**src/rtl/serializer_stream.sv**
```systemverilog
// Word-to-beat serializer with valid/ready on both sides and selectable slice order.
// Define SERIALIZER_STREAM_HOLD_EN to add a one-word holding register for gap-free streaming.
module serializer_stream #(
  parameter int DATA_WIDTH = 8,
  parameter int OUT_WIDTH  = 1,
  parameter bit MSB_FIRST  = 1'b0
) (
  input  logic                  i_clk,
  input  logic                  i_rst_n,
  input  logic                  i_valid,
  input  logic [DATA_WIDTH-1:0] i_data,
  output logic                  o_ready,
  output logic [OUT_WIDTH-1:0]  o_data,
  output logic                  o_valid,
  output logic                  o_last,
  input  logic                  i_ready,
  output logic                  o_busy
);

  localparam int BEATS     = DATA_WIDTH / OUT_WIDTH;
  localparam int CNTR_BITS = (BEATS > 1) ? $clog2(BEATS) : 1;
  localparam logic [CNTR_BITS-1:0] LAST_CNT = CNTR_BITS'(BEATS - 1);

  if ((DATA_WIDTH % OUT_WIDTH) != 0 || OUT_WIDTH > DATA_WIDTH || OUT_WIDTH < 1) begin : g_bad_cfg
    $error("serializer_stream: DATA_WIDTH must be a non-zero multiple of OUT_WIDTH");
  end

  typedef enum logic {IDLE, SHIFT} state_t;

  state_t                r_state;
  logic [CNTR_BITS-1:0]  r_cnt;
  logic [DATA_WIDTH-1:0] r_sh;
  logic                  r_valid;
  logic                  r_last;
  logic [OUT_WIDTH-1:0]  r_data;
  logic                  r_ready;
`ifdef SERIALIZER_STREAM_HOLD_EN
  logic [DATA_WIDTH-1:0] r_hold;
  logic                  r_hold_full;
  logic [DATA_WIDTH-1:0] w_nxt_hold;
  logic                  w_nxt_hold_full;
`endif

  state_t                w_nxt_state;
  logic [CNTR_BITS-1:0]  w_nxt_cnt;
  logic [DATA_WIDTH-1:0] w_nxt_sh;
  logic                  w_nxt_valid;
  logic                  w_nxt_ready;
  logic                  w_in_xfer;
  logic                  w_out_xfer;

  function automatic logic [OUT_WIDTH-1:0] slice_f(input logic [DATA_WIDTH-1:0] sh,
                                                   input logic [CNTR_BITS-1:0]  cnt);
    logic [CNTR_BITS-1:0] idx;
    idx = MSB_FIRST ? (LAST_CNT - cnt) : cnt;
    return sh[idx*OUT_WIDTH +: OUT_WIDTH];
  endfunction

  assign w_in_xfer  = i_valid && r_ready;
  assign w_out_xfer = r_valid && i_ready;

  always_comb begin
    w_nxt_state = r_state;
    w_nxt_cnt   = r_cnt;
    w_nxt_sh    = r_sh;
`ifdef SERIALIZER_STREAM_HOLD_EN
    w_nxt_hold      = r_hold;
    w_nxt_hold_full = r_hold_full;
`endif
    case (r_state)
      IDLE: begin
        if (w_in_xfer) begin
          w_nxt_sh    = i_data;
          w_nxt_cnt   = '0;
          w_nxt_state = SHIFT;
        end
      end
      SHIFT: begin
        if (w_out_xfer && r_last) begin
          w_nxt_cnt = '0;
`ifdef SERIALIZER_STREAM_HOLD_EN
          // Hand-over keeps SHIFT so the next word follows without an idle cycle.
          if (r_hold_full) begin
            w_nxt_sh        = r_hold;
            w_nxt_hold_full = 1'b0;
          end else if (w_in_xfer) begin
            w_nxt_sh = i_data;
          end else begin
            w_nxt_state = IDLE;
          end
`else
          w_nxt_state = IDLE;
`endif
        end else begin
          if (w_out_xfer) begin
            w_nxt_cnt = r_cnt + 1'b1;
          end
`ifdef SERIALIZER_STREAM_HOLD_EN
          if (w_in_xfer) begin
            w_nxt_hold      = i_data;
            w_nxt_hold_full = 1'b1;
          end
`endif
        end
      end
      default: w_nxt_state = IDLE;
    endcase
  end

  // Outputs are registered from the next-state values so they align with r_sh/r_cnt.
  assign w_nxt_valid = (w_nxt_state == SHIFT);
`ifdef SERIALIZER_STREAM_HOLD_EN
  assign w_nxt_ready = !w_nxt_hold_full;
`else
  assign w_nxt_ready = (w_nxt_state == IDLE);
`endif

  always_ff @(posedge i_clk or negedge i_rst_n) begin
    if (!i_rst_n) begin
      r_state <= IDLE;
      r_cnt   <= '0;
      r_sh    <= '0;
      r_valid <= 1'b0;
      r_last  <= 1'b0;
      r_data  <= '0;
      r_ready <= 1'b1;
`ifdef SERIALIZER_STREAM_HOLD_EN
      r_hold      <= '0;
      r_hold_full <= 1'b0;
`endif
    end else begin
      r_state <= w_nxt_state;
      r_cnt   <= w_nxt_cnt;
      r_sh    <= w_nxt_sh;
      r_valid <= w_nxt_valid;
      r_last  <= w_nxt_valid && (w_nxt_cnt == LAST_CNT);
      r_data  <= w_nxt_valid ? slice_f(w_nxt_sh, w_nxt_cnt) : '0;
      r_ready <= w_nxt_ready;
`ifdef SERIALIZER_STREAM_HOLD_EN
      r_hold      <= w_nxt_hold;
      r_hold_full <= w_nxt_hold_full;
`endif
    end
  end

  assign o_ready = r_ready;
  assign o_data  = r_data;
  assign o_valid = r_valid;
  assign o_last  = r_last;
  assign o_busy  = r_valid;

endmodule

```
**config.mk**
```make
export PLATFORM = sky130hd
export DESIGN_NAME = serializer_stream
export DESIGN_NICKNAME = d
export VERILOG_FILES = /design/src/rtl/serializer_stream.sv
export SDC_FILE = /design/constraint.sdc
export NUM_CORES = 1
export LEC_CHECK = 0
export CAP_MARGIN = 10
export CORE_ASPECT_RATIO = 1.2
export CORE_MARGIN = 2
export CORE_UTILIZATION = 47
export DETAILED_ROUTE_END_ITERATION = 8
export HOLD_SLACK_MARGIN = 0.06
export PLACE_DENSITY = 0.87
export SLEW_MARGIN = 20
export SYNTH_ARGS = -nofsm -noshare
export SYNTH_HDL_FRONTEND = slang
export SYNTH_SLANG_ARGS = --single-unit
```
**constraint.sdc**
```tcl
create_clock -name i_clk -period 2.4 [get_ports i_clk]
set_input_delay 0.72 -clock i_clk [delete_from_list [all_inputs] [get_ports i_clk]]
set_output_delay 0.72 -clock i_clk [all_outputs]
set_load 0.02 [all_outputs]
```
# Word level (Yosys, flattened, before mapping)
# Cells that the tools add are included.
[classes]
add_sub_neg = 1
reduce_logical = 4
shift = 1
bitwise = 2
n_eq_ne = 1
muxes = 10
[ops]
columns = ["op", "n"]
rows = [
  ["2-to-1 mux 8 bit", 2],
  ["2-to-1 mux 3 bit", 3],
  ["indexed part select 8 x 4 -> 1 bit", 1],
  ["case mux 3 bit (2 select lines)", 1],
  ["logical AND 1 bit", 4],
  ["adder 3 x 1 -> 3 bit (second input constant)", 1],
  ["equality test 3 bit (second input constant)", 1],
  ["2-to-1 mux 1 bit", 3],
  ["inverter 1 bit", 2],
  ["case mux 1 bit (2 select lines)", 1],
]
[totals]
out_inout_bits = 5
inputBits = 12
regBits = 15
wordCells = 25

# Longest topological paths before layout
# Gate-level depths: netlist of the first run.
[logic_depth]
depth_word = 6
depth_mapped = 6

# Least setup slack after synthesis of the first run
# OpenSTA, ideal clock, no wires.
[synth_path]
path_kind = "in2reg"
startpoint = "in i_ready"
endpoint = "reg r_data, in the netlist o_data"
slack_ns = 0.374
setup_ns = 0.123
arrival_time_ns = 1.903
required_time_ns = 2.277
stages = 5
cell_sequence = "and3b_4 -> a211oi_4 -> mux2_4 -> o2bb2ai_2 -> o221a_1"
[synth_between]
elab_chain_len = 6
elab_cells_between_ends = 9
classes_between = "shift: 1; mux: 6; reduce/logical: 2"
[synth_lines]
columns = ["item", "line", "source"]
rows = [
  ["start, declared", "16", "input logic i_ready,"],
  ["logical AND 1 bit (*)", "60", "assign w_out_xfer = r_valid && i_ready;"],
  ["2-to-1 mux 3 bit or logical AND 1 bit (tied branches)", "95, 79", ""],
  ["2-to-1 mux 3 bit", "79", "if (w_out_xfer && r_last) begin"],
  ["case mux 3 bit (2 select lines)", "70", "case (r_state)"],
  ["indexed part select 8 x 4 -> 1 bit", "56", "return sh[idx*OUT_WIDTH +: OUT_WIDTH];"],
  ["2-to-1 mux 1 bit (*)", "137", "r_data <= w_nxt_valid ? slice_f(w_nxt_sh, w_nxt_cnt) : '0;"],
  ["end signal, assigned", "137", ""],
  ["end, declared", "35", "logic [OUT_WIDTH-1:0] r_data;"],
]
# Every way passes the cells marked *; elsewhere a longest branch is shown, timed or not.

# Final worst setup path of the first run
# Same ends and word-level chain as after synthesis.

==> results of run 1 <==
[worst max path at each step]
stage / from / endpoint / slack, ps / cells past startpoint
6_report: i_ready / o_data / 100 / 6
5_1_grt: i_ready / o_data / 30 / 7
4_1_cts: i_ready / o_data / 120 / 6
3_5_place_dp: i_ready / o_data / -180 / 6
3_3_place_gp: i_ready / o_data / -130 / 6
2_1_floorplan: i_ready / o_data / 370 / 5
[routing by layer]
layer	up-vias	GRT usage (%)
met2	19	34.8
met3	0	4.19
met1	274	17.7
met4	0	10.0
li1	260	-
met5	-	0
[cell type report]
type | count | area, µm²
Clock buffer | 4 | 26.3
Fill cell | 124 | 465
Inverter | 4 | 15.0
Multi-Input combinational cell | 36 | 339
Sequential cell | 15 | 377
Tap cell | 17 | 21.3
Timing Repair Buffer | 24 | 220
[flip-flops by register name, indices dropped and copies added (netlist names)]
name	count
o_ready	1
o_last	1
o_data	1
r_cnt	3
o_busy	1
r_sh	8
[power groups by stage]
stage          sequential, mW  combinational [mW]  clock, mW
2_1_floorplan           0.468               0.377          0
3_3_place_gp            0.456               0.588          0
3_5_place_dp            0.463               0.609          0
4_1_cts                 0.457               0.614      0.145
5_1_grt                 0.472               0.662      0.155
6_report                0.457               0.613      0.138
[metrics by stage]
stage | total power, mW | hold slack, ps
global route | 1.29 | 536
global placement | 1.04 | 472
CTS | 1.22 | 490
finish | 1.21 | 487
floorplan | 0.845 | 424
detailed placement | 1.07 | 468
[cell families after synthesis]
kind of cell / Yosys count
flops: 15
simple gates: 13
mux: 12
compound gates: 10
buf+inv: 5
fa+ha+maj: 1
[cells in the mapped netlist (2+ instances only)]
library cell / count / area share [%]
dfrtp_1: 14 / 47
inv_1: 3 / 1.5
and2b_2: 2 / 2.4
mux2i_1: 4 / 5.4
mux2_2: 7 / 11
nand2_1: 5 / 2.5
[worst register-to-register path, stage by stage, from the launching register on]
cell	delay [ps]
dfrtp_1	480
and4bb_2	310
a211oi_4	240
mux2_4	330
o2bb2ai_2	120
o221a_1	250
==> results.tsv, run 1 <==
metric	value	unit
distinct cell type count after synthesis	27	
fin crit period	2300	ps
Req. time, crit path	2570	ps
DR vias/cell	5.53	
placed instance count	96	
commonest non-fill, non-tap cells in the layout	clkdlybuf4s50_1 (16), dfrtp_1 (14), buf_4 (8)	
1st-iter DRT viols	3	
routability cong.	0.761	
DRC Markers	0	
worst-path fanout max	4	
RR Endpoint	o_data	
hold path start	r_sh[0]	
Mapped Area	738	µm²
sw power	0.419	mW
mux cell area share after synthesis	18.1	%
Final setup viols	0	
first-pass GRT wire length	2.21	mm
PostCTS Resize Cnt	0	
antenna-violating nets left	0	
syn_nets	69	
Post-synth EDFFs	0	
Setup Fix Bufs, Post-CTS	0	
Layout Nets	97	
clk_skew	4.62	ps
Area Growth Syn to Fin	35.3	%
xor and xnor fraction of the mapped netlist area	0	%
die footprint	1910	µm²
asr flop ratio synth	100	%
delay of the slowest cell on the worst path	530	ps
WL met1	552	µm
Slowest cell on crit path	clkdlybuf4s50_1	
Max VDD drop	0.000648	V
Top-Level Pins	17	
Final Worst Setup Slack	95.6	ps
routed length on met2	769	µm
Final Cell Area	998	µm²
critical path buffer and inverter count	1	
maximum clock frequency	0.434	GHz
final cell count without fillers	100	
Total GRT Usage	18.4	%
RSZ-0062 raised after global routing	no	
simple-gate share of the synthesized area	12.5	%
worst flop-to-flop path startpoint	o_busy	
Clock transition at path regs	80	ps
Root Buffer	clkbuf_4	
initial antenna violation count	0	
CTS Hold Bufs	0	
Setup crit start kind	input port	
worst-margin pin slew	655	ps
Hold Vio Cnt, Final	0	
cell-internal power	0.790	mW
Period Utilization, post-route	96.0	%
Max Root-Sink Buffers	2	
Chip Width	40.2	µm
clock latency on the worst-skew pair	280	ps
Hold Crit Class	flop to flop	
core area	1460	µm²
max-cap viol count	0	
htree depth	1	
WL final	1.39	mm
highest metal used	met3	
Hold Crit Depth	2	
Hold Path Sink	r_sh[0]	
Flop pwr share	37.8	%
critical path class	input port to flop	
port buffer count	16	
placed cell areas	972	µm²
Setup WS pre-CTS	-181	ps
Ys Warns	0	
largest family of logic cells by synthesized area	multiplexers	
status	finished clean	
ANT cells	0	
Synth Area in Adders	1.69	%
worst-case reg-to-reg path depth	5	
setup TNS	0	ps
Synth Area in Compound Gates	13.6	%
Power Dens Cells	1210	nW/µm²
via count	553	
Slew HR	56.2	%
FF-to-FF setup slack	560	ps
Die H	47.4	µm
First-pass DRT Iterations	4	
CP Cell Sequence	clkdlybuf4s50_1 -> and3b_4 -> a211oi_4 -> mux2_4 -> o2bb2ai_2 -> o221a_1	
starting density of the core	50.4	%
pin count of the biggest net entering global routing	16	
arrival time at the worst endpoint	2470	ps
# rows	15	
combinational share of power	50.7	%
hpwl dp	1.06	mm
CTS tree	done	
Critical Path End Type	flop	
Leak	0.480	nW
CTS Sinks	15	
met3 wire len	71	µm
share of cells above drive strength 1	34.9	%
sw frac	34.7	%
Syn Inst Count	56	
max-slew violations	0	
commonest non-fill, non-tap cell in the layout	clkdlybuf4s50_1	
global route overflow	0	
Seq/Total Area, Yosys	51.0	%
Yosys reg bits	15	
cts bufs inserted	3	
vias in the first global route	526	
WL/cell	13.9	µm
family with the most delay on the worst path	compound AO/OA/AOI/OAI gates	
top_reg_cell synth	dfrtp_1	
Layout Utilization	68.2	%
Clk network pwr share	11.5	%
Avg Inst Size Synth	13.2	µm²
(Power assumes the default switching activity.)
==> run 2, diff against run 1 <==
--- a/config.mk
+++ b/config.mk
@@ -10,7 +10,6 @@
 export CORE_MARGIN = 2
 export CORE_UTILIZATION = 47
 export DETAILED_ROUTE_END_ITERATION = 8
-export HOLD_SLACK_MARGIN = 0.06
 export PLACE_DENSITY = 0.87
 export SLEW_MARGIN = 20
 export SYNTH_ARGS = -nofsm -noshare
==> results of run 2 <==
Final layout, timing and power as in run 1 (identical DEF).
